## src/rtl/rv32i_pkg.sv

```systemverilog
// RV32I shared definitions: opcode constants, ALU-op encodings and register-usage decode.
package rv32i_pkg;

    localparam logic [6:0] OP_R     = 7'b0110011;
    localparam logic [6:0] OP_I     = 7'b0010011;
    localparam logic [6:0] OP_LOAD  = 7'b0000011;
    localparam logic [6:0] OP_S     = 7'b0100011;
    localparam logic [6:0] OP_B     = 7'b1100011;
    localparam logic [6:0] OP_LUI   = 7'b0110111;
    localparam logic [6:0] OP_AUIPC = 7'b0010111;
    localparam logic [6:0] OP_JAL   = 7'b1101111;

    typedef enum logic [1:0] {
        ULA_ADD   = 2'b00,
        ULA_SUB   = 2'b01,
        ULA_FUNCT = 2'b10,
        ULA_PASS  = 2'b11
    } ula_op_e;

    // The rs1 field of U/J formats is immediate bits, so it must not create a dependency.
    function automatic logic opcode_uses_rs1(input logic [6:0] op);
        return !(op == OP_LUI || op == OP_AUIPC || op == OP_JAL);
    endfunction

    function automatic logic opcode_uses_rs2(input logic [6:0] op);
        return (op == OP_R || op == OP_S || op == OP_B);
    endfunction

endpackage

```

## src/rtl/load_use_detect.sv

```systemverilog
// Combinational load-use hazard detection between the instruction in ID and a load in EX.
module load_use_detect
    import rv32i_pkg::*;
#(
    parameter int unsigned RA_W = 5
) (
    input  logic            id_valid,
    input  logic [6:0]      id_opcode,
    input  logic [RA_W-1:0] id_rs1,
    input  logic [RA_W-1:0] id_rs2,
    input  logic            ex_valid,
    input  logic            ex_mem_rd,
    input  logic            ex_reg_wr,
    input  logic [RA_W-1:0] ex_rd,
    output logic            load_use
);

    logic uses_rs1;
    logic uses_rs2;
    logic producer;

    always_comb begin
        uses_rs1 = opcode_uses_rs1(id_opcode);
        uses_rs2 = opcode_uses_rs2(id_opcode);
        // Stores also assert mem_rd, so reg_wr is what marks a real load producer.
        producer = ex_valid & ex_mem_rd & ex_reg_wr & (ex_rd != '0);
        load_use = id_valid & producer
                 & ((uses_rs1 & (ex_rd == id_rs1)) | (uses_rs2 & (ex_rd == id_rs2)));
    end

endmodule

```

## src/rtl/id_ex_stage.sv

```systemverilog
// ID/EX pipeline register with load-use bubble insertion, flush and external stall.
// Optional feature: define ID_EX_BUBBLE_CNT_EN to add the bubble_cnt output.
module id_ex_stage
    import rv32i_pkg::*;
#(
    parameter int unsigned XLEN  = 32,
    parameter int unsigned RA_W  = 5
`ifdef ID_EX_BUBBLE_CNT_EN
   ,parameter int unsigned CNT_W = 32
`endif
) (
    input  logic            clk,
    input  logic            rst,
    input  logic            flush,
    input  logic            ext_stall,
    input  logic            id_valid,
    input  logic [6:0]      id_opcode,
    input  logic            id_mem_rd,
    input  logic            id_mem_wr,
    input  logic            id_reg_wr,
    input  logic            id_mux_reg_wr,
    input  logic            id_mux_ula,
    input  logic [1:0]      id_ula_op,
    input  logic            id_branch,
    input  logic [XLEN-1:0] id_pc,
    input  logic [XLEN-1:0] id_rs1_data,
    input  logic [XLEN-1:0] id_rs2_data,
    input  logic [XLEN-1:0] id_imm,
    input  logic [RA_W-1:0] id_rs1,
    input  logic [RA_W-1:0] id_rs2,
    input  logic [RA_W-1:0] id_rd,
    input  logic [2:0]      id_funct3,
    input  logic            id_funct7_5,
    output logic            ex_valid,
    output logic            ex_mem_rd,
    output logic            ex_mem_wr,
    output logic            ex_reg_wr,
    output logic            ex_mux_reg_wr,
    output logic            ex_mux_ula,
    output logic [1:0]      ex_ula_op,
    output logic            ex_branch,
    output logic [XLEN-1:0] ex_pc,
    output logic [XLEN-1:0] ex_rs1_data,
    output logic [XLEN-1:0] ex_rs2_data,
    output logic [XLEN-1:0] ex_imm,
    output logic [RA_W-1:0] ex_rs1,
    output logic [RA_W-1:0] ex_rs2,
    output logic [RA_W-1:0] ex_rd,
    output logic [2:0]      ex_funct3,
    output logic            ex_funct7_5,
    output logic            id_hold
`ifdef ID_EX_BUBBLE_CNT_EN
   ,output logic [CNT_W-1:0] bubble_cnt
`endif
);

    typedef struct packed {
        logic            valid;
        logic            mem_rd;
        logic            mem_wr;
        logic            reg_wr;
        logic            mux_reg_wr;
        logic            mux_ula;
        logic [1:0]      ula_op;
        logic            branch;
        logic [XLEN-1:0] pc;
        logic [XLEN-1:0] rs1_data;
        logic [XLEN-1:0] rs2_data;
        logic [XLEN-1:0] imm;
        logic [RA_W-1:0] rs1;
        logic [RA_W-1:0] rs2;
        logic [RA_W-1:0] rd;
        logic [2:0]      funct3;
        logic            funct7_5;
    } stage_t;

    stage_t ex_q;
    stage_t id_in;
    logic   load_use;

    load_use_detect #(.RA_W(RA_W)) u_load_use_detect (
        .id_valid  (id_valid),
        .id_opcode (id_opcode),
        .id_rs1    (id_rs1),
        .id_rs2    (id_rs2),
        .ex_valid  (ex_q.valid),
        .ex_mem_rd (ex_q.mem_rd),
        .ex_reg_wr (ex_q.reg_wr),
        .ex_rd     (ex_q.rd),
        .load_use  (load_use)
    );

    assign id_hold = ext_stall | (load_use & ~flush);

    // Controls are gated by id_valid so an empty slot can never write state downstream.
    always_comb begin
        id_in            = '0;
        id_in.valid      = id_valid;
        id_in.mem_rd     = id_valid & id_mem_rd;
        id_in.mem_wr     = id_valid & id_mem_wr;
        id_in.reg_wr     = id_valid & id_reg_wr;
        id_in.mux_reg_wr = id_valid & id_mux_reg_wr;
        id_in.mux_ula    = id_valid & id_mux_ula;
        id_in.ula_op     = id_valid ? id_ula_op : 2'b00;
        id_in.branch     = id_valid & id_branch;
        id_in.pc         = id_pc;
        id_in.rs1_data   = id_rs1_data;
        id_in.rs2_data   = id_rs2_data;
        id_in.imm        = id_imm;
        id_in.rs1        = id_rs1;
        id_in.rs2        = id_rs2;
        id_in.rd         = id_rd;
        id_in.funct3     = id_funct3;
        id_in.funct7_5   = id_funct7_5;
    end

    always_ff @(posedge clk) begin
        if (rst) begin
            ex_q <= '0;
        end else if (!ext_stall) begin
            if (flush || load_use) begin
                ex_q <= '0;
            end else begin
                ex_q <= id_in;
            end
        end
    end

`ifdef ID_EX_BUBBLE_CNT_EN
    always_ff @(posedge clk) begin
        if (rst) begin
            bubble_cnt <= '0;
        end else if (!ext_stall && (flush || load_use)) begin
            bubble_cnt <= bubble_cnt + {{(CNT_W-1){1'b0}}, 1'b1};
        end
    end
`endif

    assign ex_valid      = ex_q.valid;
    assign ex_mem_rd     = ex_q.mem_rd;
    assign ex_mem_wr     = ex_q.mem_wr;
    assign ex_reg_wr     = ex_q.reg_wr;
    assign ex_mux_reg_wr = ex_q.mux_reg_wr;
    assign ex_mux_ula    = ex_q.mux_ula;
    assign ex_ula_op     = ex_q.ula_op;
    assign ex_branch     = ex_q.branch;
    assign ex_pc         = ex_q.pc;
    assign ex_rs1_data   = ex_q.rs1_data;
    assign ex_rs2_data   = ex_q.rs2_data;
    assign ex_imm        = ex_q.imm;
    assign ex_rs1        = ex_q.rs1;
    assign ex_rs2        = ex_q.rs2;
    assign ex_rd         = ex_q.rd;
    assign ex_funct3     = ex_q.funct3;
    assign ex_funct7_5   = ex_q.funct7_5;

endmodule

```

## config.mk

```make
export PLATFORM = sky130hd
export DESIGN_NAME = id_ex_stage
export DESIGN_NICKNAME = d
export VERILOG_FILES = /design/src/rtl/rv32i_pkg.sv /design/src/rtl/load_use_detect.sv /design/src/rtl/id_ex_stage.sv
export SDC_FILE = /design/constraint.sdc
export NUM_CORES = 1
export LEC_CHECK = 0
export CAP_MARGIN = 10
export CORE_MARGIN = 2
export CORE_UTILIZATION = 32
export DETAILED_ROUTE_END_ITERATION = 12
export GPL_TIMING_DRIVEN = 0
export PLACE_DENSITY_LB_ADDON = 0.3
export SETUP_SLACK_MARGIN = 0.05
export SLEW_MARGIN = 20
export SYNTH_ARGS = -nofsm -noshare
export SYNTH_HDL_FRONTEND = slang
export SYNTH_SLANG_ARGS = --single-unit
export TNS_END_PERCENT = 5
```

## constraint.sdc

```tcl
create_clock -name clk -period 2.05 [get_ports clk]
set_input_delay 0.3075 -clock clk [delete_from_list [all_inputs] [get_ports clk]]
set_output_delay 0.3075 -clock clk [all_outputs]
set_load 0.01 [all_outputs]
```

==> impl_metrics.tcl <==
set metrics [dict create \
    gr-total-overflow 0 \
    die_area_um2 16500 \
    hold_path_class "primary input to flip-flop" \
    synth_top_area_share_pct 63.1 \
    fin_util_pct 62.5 \
    fp.coreArea_um2 15100 \
    post_drt_via_cell_ratio 4.91 \
    drive_above_1_share_pct 9.92 \
    hold_path_startpoint "id_rs2_data[20]" \
    fin_crit_ns 2.24 \
    io_buffer_count 323 \
    die_height_um 128 \
    placement_rows 45 \
    first_global_vias 4871 \
    vdd_ir_drop_max_v 0.000529 \
    dp_slack_ns -0.792 \
    grt_busiest_layer "met2" \
    cts_buffers 17 \
    remaining_drc_errors 0 \
    finalHoldViolations 0 \
    timing.clock.skew_ns 0.00798 \
    nets 910 \
    cp_cell_sequence "or4_4 > o21ai_4 > nor4_4 > nor2_1 > o21bai_1 > buf_2" \
    antenna_violating_nets_post_route 0 \
    grt_use_met3_pct 7.15 \
    violations "setup timing" \
    req_time_crit_path_ns 1.74 \
    fmaxAchievable_mhz 446 \
    fin_crit_sh_pct 109 \
    finish.instance_area_um2 9460 \
    clock_insertion_delay_at_the_later_pin_of_the_skew_report_ns 0.42 \
    power.share.sequential_pct 41.9 \
    die_width_um 128 \
    critical_path.startpoint "ex_rd[3]" \
    placed_area_um2 8420 \
    timing.slew.headroom_pct 57.7 \
    cts.reportedPaths.clkPinSlew_ns 0.07 \
    mappedNetlistNets 554 \
    switching_share_pct 21.8 \
    power.share.combinational_pct 12.7 \
    regToRegEndpoint "ex_pc[16]" \
    worst_setup_path_endpoint "id_hold" \
    crit_cells 6 \
    report.final.setup_viol 139 \
    ys_warn_count 0 \
    cellLeakagePower_nw 3.70 \
    cp-end-kind "output pin" \
    start_util_pct 32.7 \
    groute.usage.overall_pct 21.2 \
    tritoncts_clock_tree "yes" \
    hold_buffers 0 \
    postSynthAreaPerCell_um2 12.8 \
    place.detailed.hpwl_um 12800 \
    clock_sinks 156 \
    grt_use_met2_pct 38.0 \
    rsz_0062_raised_after_global_routing "yes" \
    power.clock.fraction_pct 45.4 \
    setup_total_negative_slack_ns -12.54 \
    bufs_and_invs_on_worst_path 1 \
    routabilityCongestion 0.763 \
    grt_first_pass_wirelength_um 26700 \
    total_switching_power_w 0.00168 \
    cts-root-buf "sky130_fd_sc_hd__clkbuf_16" \
    gr-usage-met1_pct 22.7 \
    status "finished with violations" \
    worst_path_dominant_cell_family "simple AND/OR/NAND/NOR gates" \
    timing_worst_setup_path_type "flip-flop to output pin" \
    final_max_slew_viol_count 0 \
    cell_with_the_most_instances_after_synthesis "sky130_fd_sc_hd__dfxtp_1" \
    crit_arrival_ns 1.94 \
    synth-edff-count 0 \
    via_count 4636 \
    num_antenna_cells 0 \
    top_level_port_count 324 \
    post_synth_inst_count 387 \
    worst-r2r-cell-count 10 \
    reg2reg_slack_ns -0.15 \
    timing.critical_path.slowest_stage_cell "sky130_fd_sc_hd__or4_4" \
    synth-seq-cells 156 \
    areaGrowthSynthToFinish_pct 91.3 \
    drt_first_iter_violations 165 \
    initial_antenna_violation_count 0 \
    netlist_area_before_placement_um2 4950 \
    drt_first_pass_iters 6 \
    sequential_share_of_the_synthesized_area_pct 63.1 \
    synth_top_cell_by_area "sky130_fd_sc_hd__dfxtp_1" \
    power_density_nw_per_um2 813 \
    internal_power_w 0.00602 \
    avgRoutedWirePerCell_um 18.8 \
    critical-path-max-stage-delay_ns 0.54 \
    fraction_of_registers_with_async_set_or_reset_after_synthesis_pct 0 \
    max_cap_viol_count 0 \
    drt_wl_total_um 17800 \
    h-tree-depth 4 \
    worst-path-max-fanout 4 \
    grt_start_max_net_pins 17 \
    cts-root-to-sink-buffers 2 \
    fin_worst_hold_slack_ns 0.474 \
    worst_slack_ns -0.193 \
    yosysUniqueCellTypes 26 \
    worstMarginPinSlew_ns 0.635 \
    synth_common_cells "sky130_fd_sc_hd__dfxtp_1, sky130_fd_sc_hd__a22o_1, sky130_fd_sc_hd__clkbuf_1, sky130_fd_sc_hd__buf_4" \
    synth_flop_cell "sky130_fd_sc_hd__dfxtp_1" \
    worst_setup_path_start_kind "flip-flop" \
    synth.top_cells.by_area "sky130_fd_sc_hd__dfxtp_1, sky130_fd_sc_hd__a22o_1, sky130_fd_sc_hd__buf_4" \
    regToRegStartpoint "ex_rd[3]" \
]
==> metal layers <==
layer  vias up  routed length (µm)
met1      2204                6730
met5         -                   0
met4         0                 471
li1       2203                   -
met2       198                9170
met3        31                1390
==> cells in the final DEF, fill, tap and decap left out, types with 4 or more instances in the layout <==
master	synthesis	layout
sky130_fd_sc_hd__nor2_1	10	10
sky130_fd_sc_hd__xnor2_1	10	10
sky130_fd_sc_hd__dfxtp_1	156	151
sky130_fd_sc_hd__buf_8	0	6
sky130_fd_sc_hd__mux2i_1	8	8
sky130_fd_sc_hd__buf_16	0	5
sky130_fd_sc_hd__buf_4	14	7
sky130_fd_sc_hd__clkbuf_8	0	5
sky130_fd_sc_hd__clkdlybuf4s50_1	0	322
sky130_fd_sc_hd__a22o_1	148	148
sky130_fd_sc_hd__clkbuf_1	17	16
sky130_fd_sc_hd__clkbuf_16	0	17
sky130_fd_sc_hd__bufinv_16	0	4
sky130_fd_sc_hd__buf_6	0	10
==> final cells by class <==
type                    instances  area [µm²]
flip-flops and latches        156        3130
multi-input cells             197        1700
clock inverters                10         174
plain buffers                  33         269
well taps                     188         235
inverters                       1        3.75
clock buffers                  22         494
repair buffers                337        3460
fillers                      1174        5680
==> state kept, by name, summed over array words and instances (netlist names), 2 cells and up <==
name         count
ex_imm          32
ex_rs1_data     32
ex_rs2_data     32
ex_rd            5
ex_ula_op        2
ex_pc           32
ex_funct3        3
ex_rs1           5
ex_rs2           5
==> cell families after synthesis <==
| logic type | share of synthesized area, % |
|---|---|
| AND/OR/NAND/NOR | 2.96 |
| multiplexers | 1.62 |
| AO/OA/AOI/OAI | 26.9 |
| flip-flops | 63.1 |
| XOR/XNOR | 1.77 |
| buffers and inverters | 3.69 |
==> worst reg2reg max path: cells and delay by family (launching register included) <==
family          cells  cell delay [ns]
buf+inv             5             0.68
flops               1             0.36
simple gates        3             0.76
compound gates      2             0.34
==> stage by stage <==
stage,power [W],std cells
floorplan,0.00356,387
finish,0.00770,944
global route,0.00795,944
CTS,0.00777,943
global placement,0.00419,898
detailed placement,0.00420,898
==> power by group through the flow <==
stage | combinational, W | clock (W) | sequential [W]
2_1_floorplan | 0.000214 | 0 | 0.00334
3_3_place_gp | 0.000899 | 0 | 0.00329
3_5_place_dp | 0.000912 | 0 | 0.00329
4_1_cts | 0.000984 | 0.00356 | 0.00323
5_1_grt | 0.00104 | 0.00368 | 0.00324
6_report | 0.000976 | 0.00349 | 0.00323
==> worst min-delay path by stage <==
stage	to	cells past startpoint	slack, ns
after detailed placement	ex_imm[30]	1	0.46
final	ex_rs2_data[20]	2	0.47
after global placement	ex_rs2_data[21]	1	0.46
after floorplan	ex_funct3[0]	1	0.43
after CTS	ex_rd[1]	2	0.45
after global routing	ex_rs2_data[11]	2	0.47
==> what timing repair did <==
action | CTS | global route
cloned | 7 | 0
setup endpoints to repair | 157 | 157
pin swaps | 20 | 17
setup buffers | 6 | 2
resized for setup | 52 | 7
(Power assumes the default switching activity.)
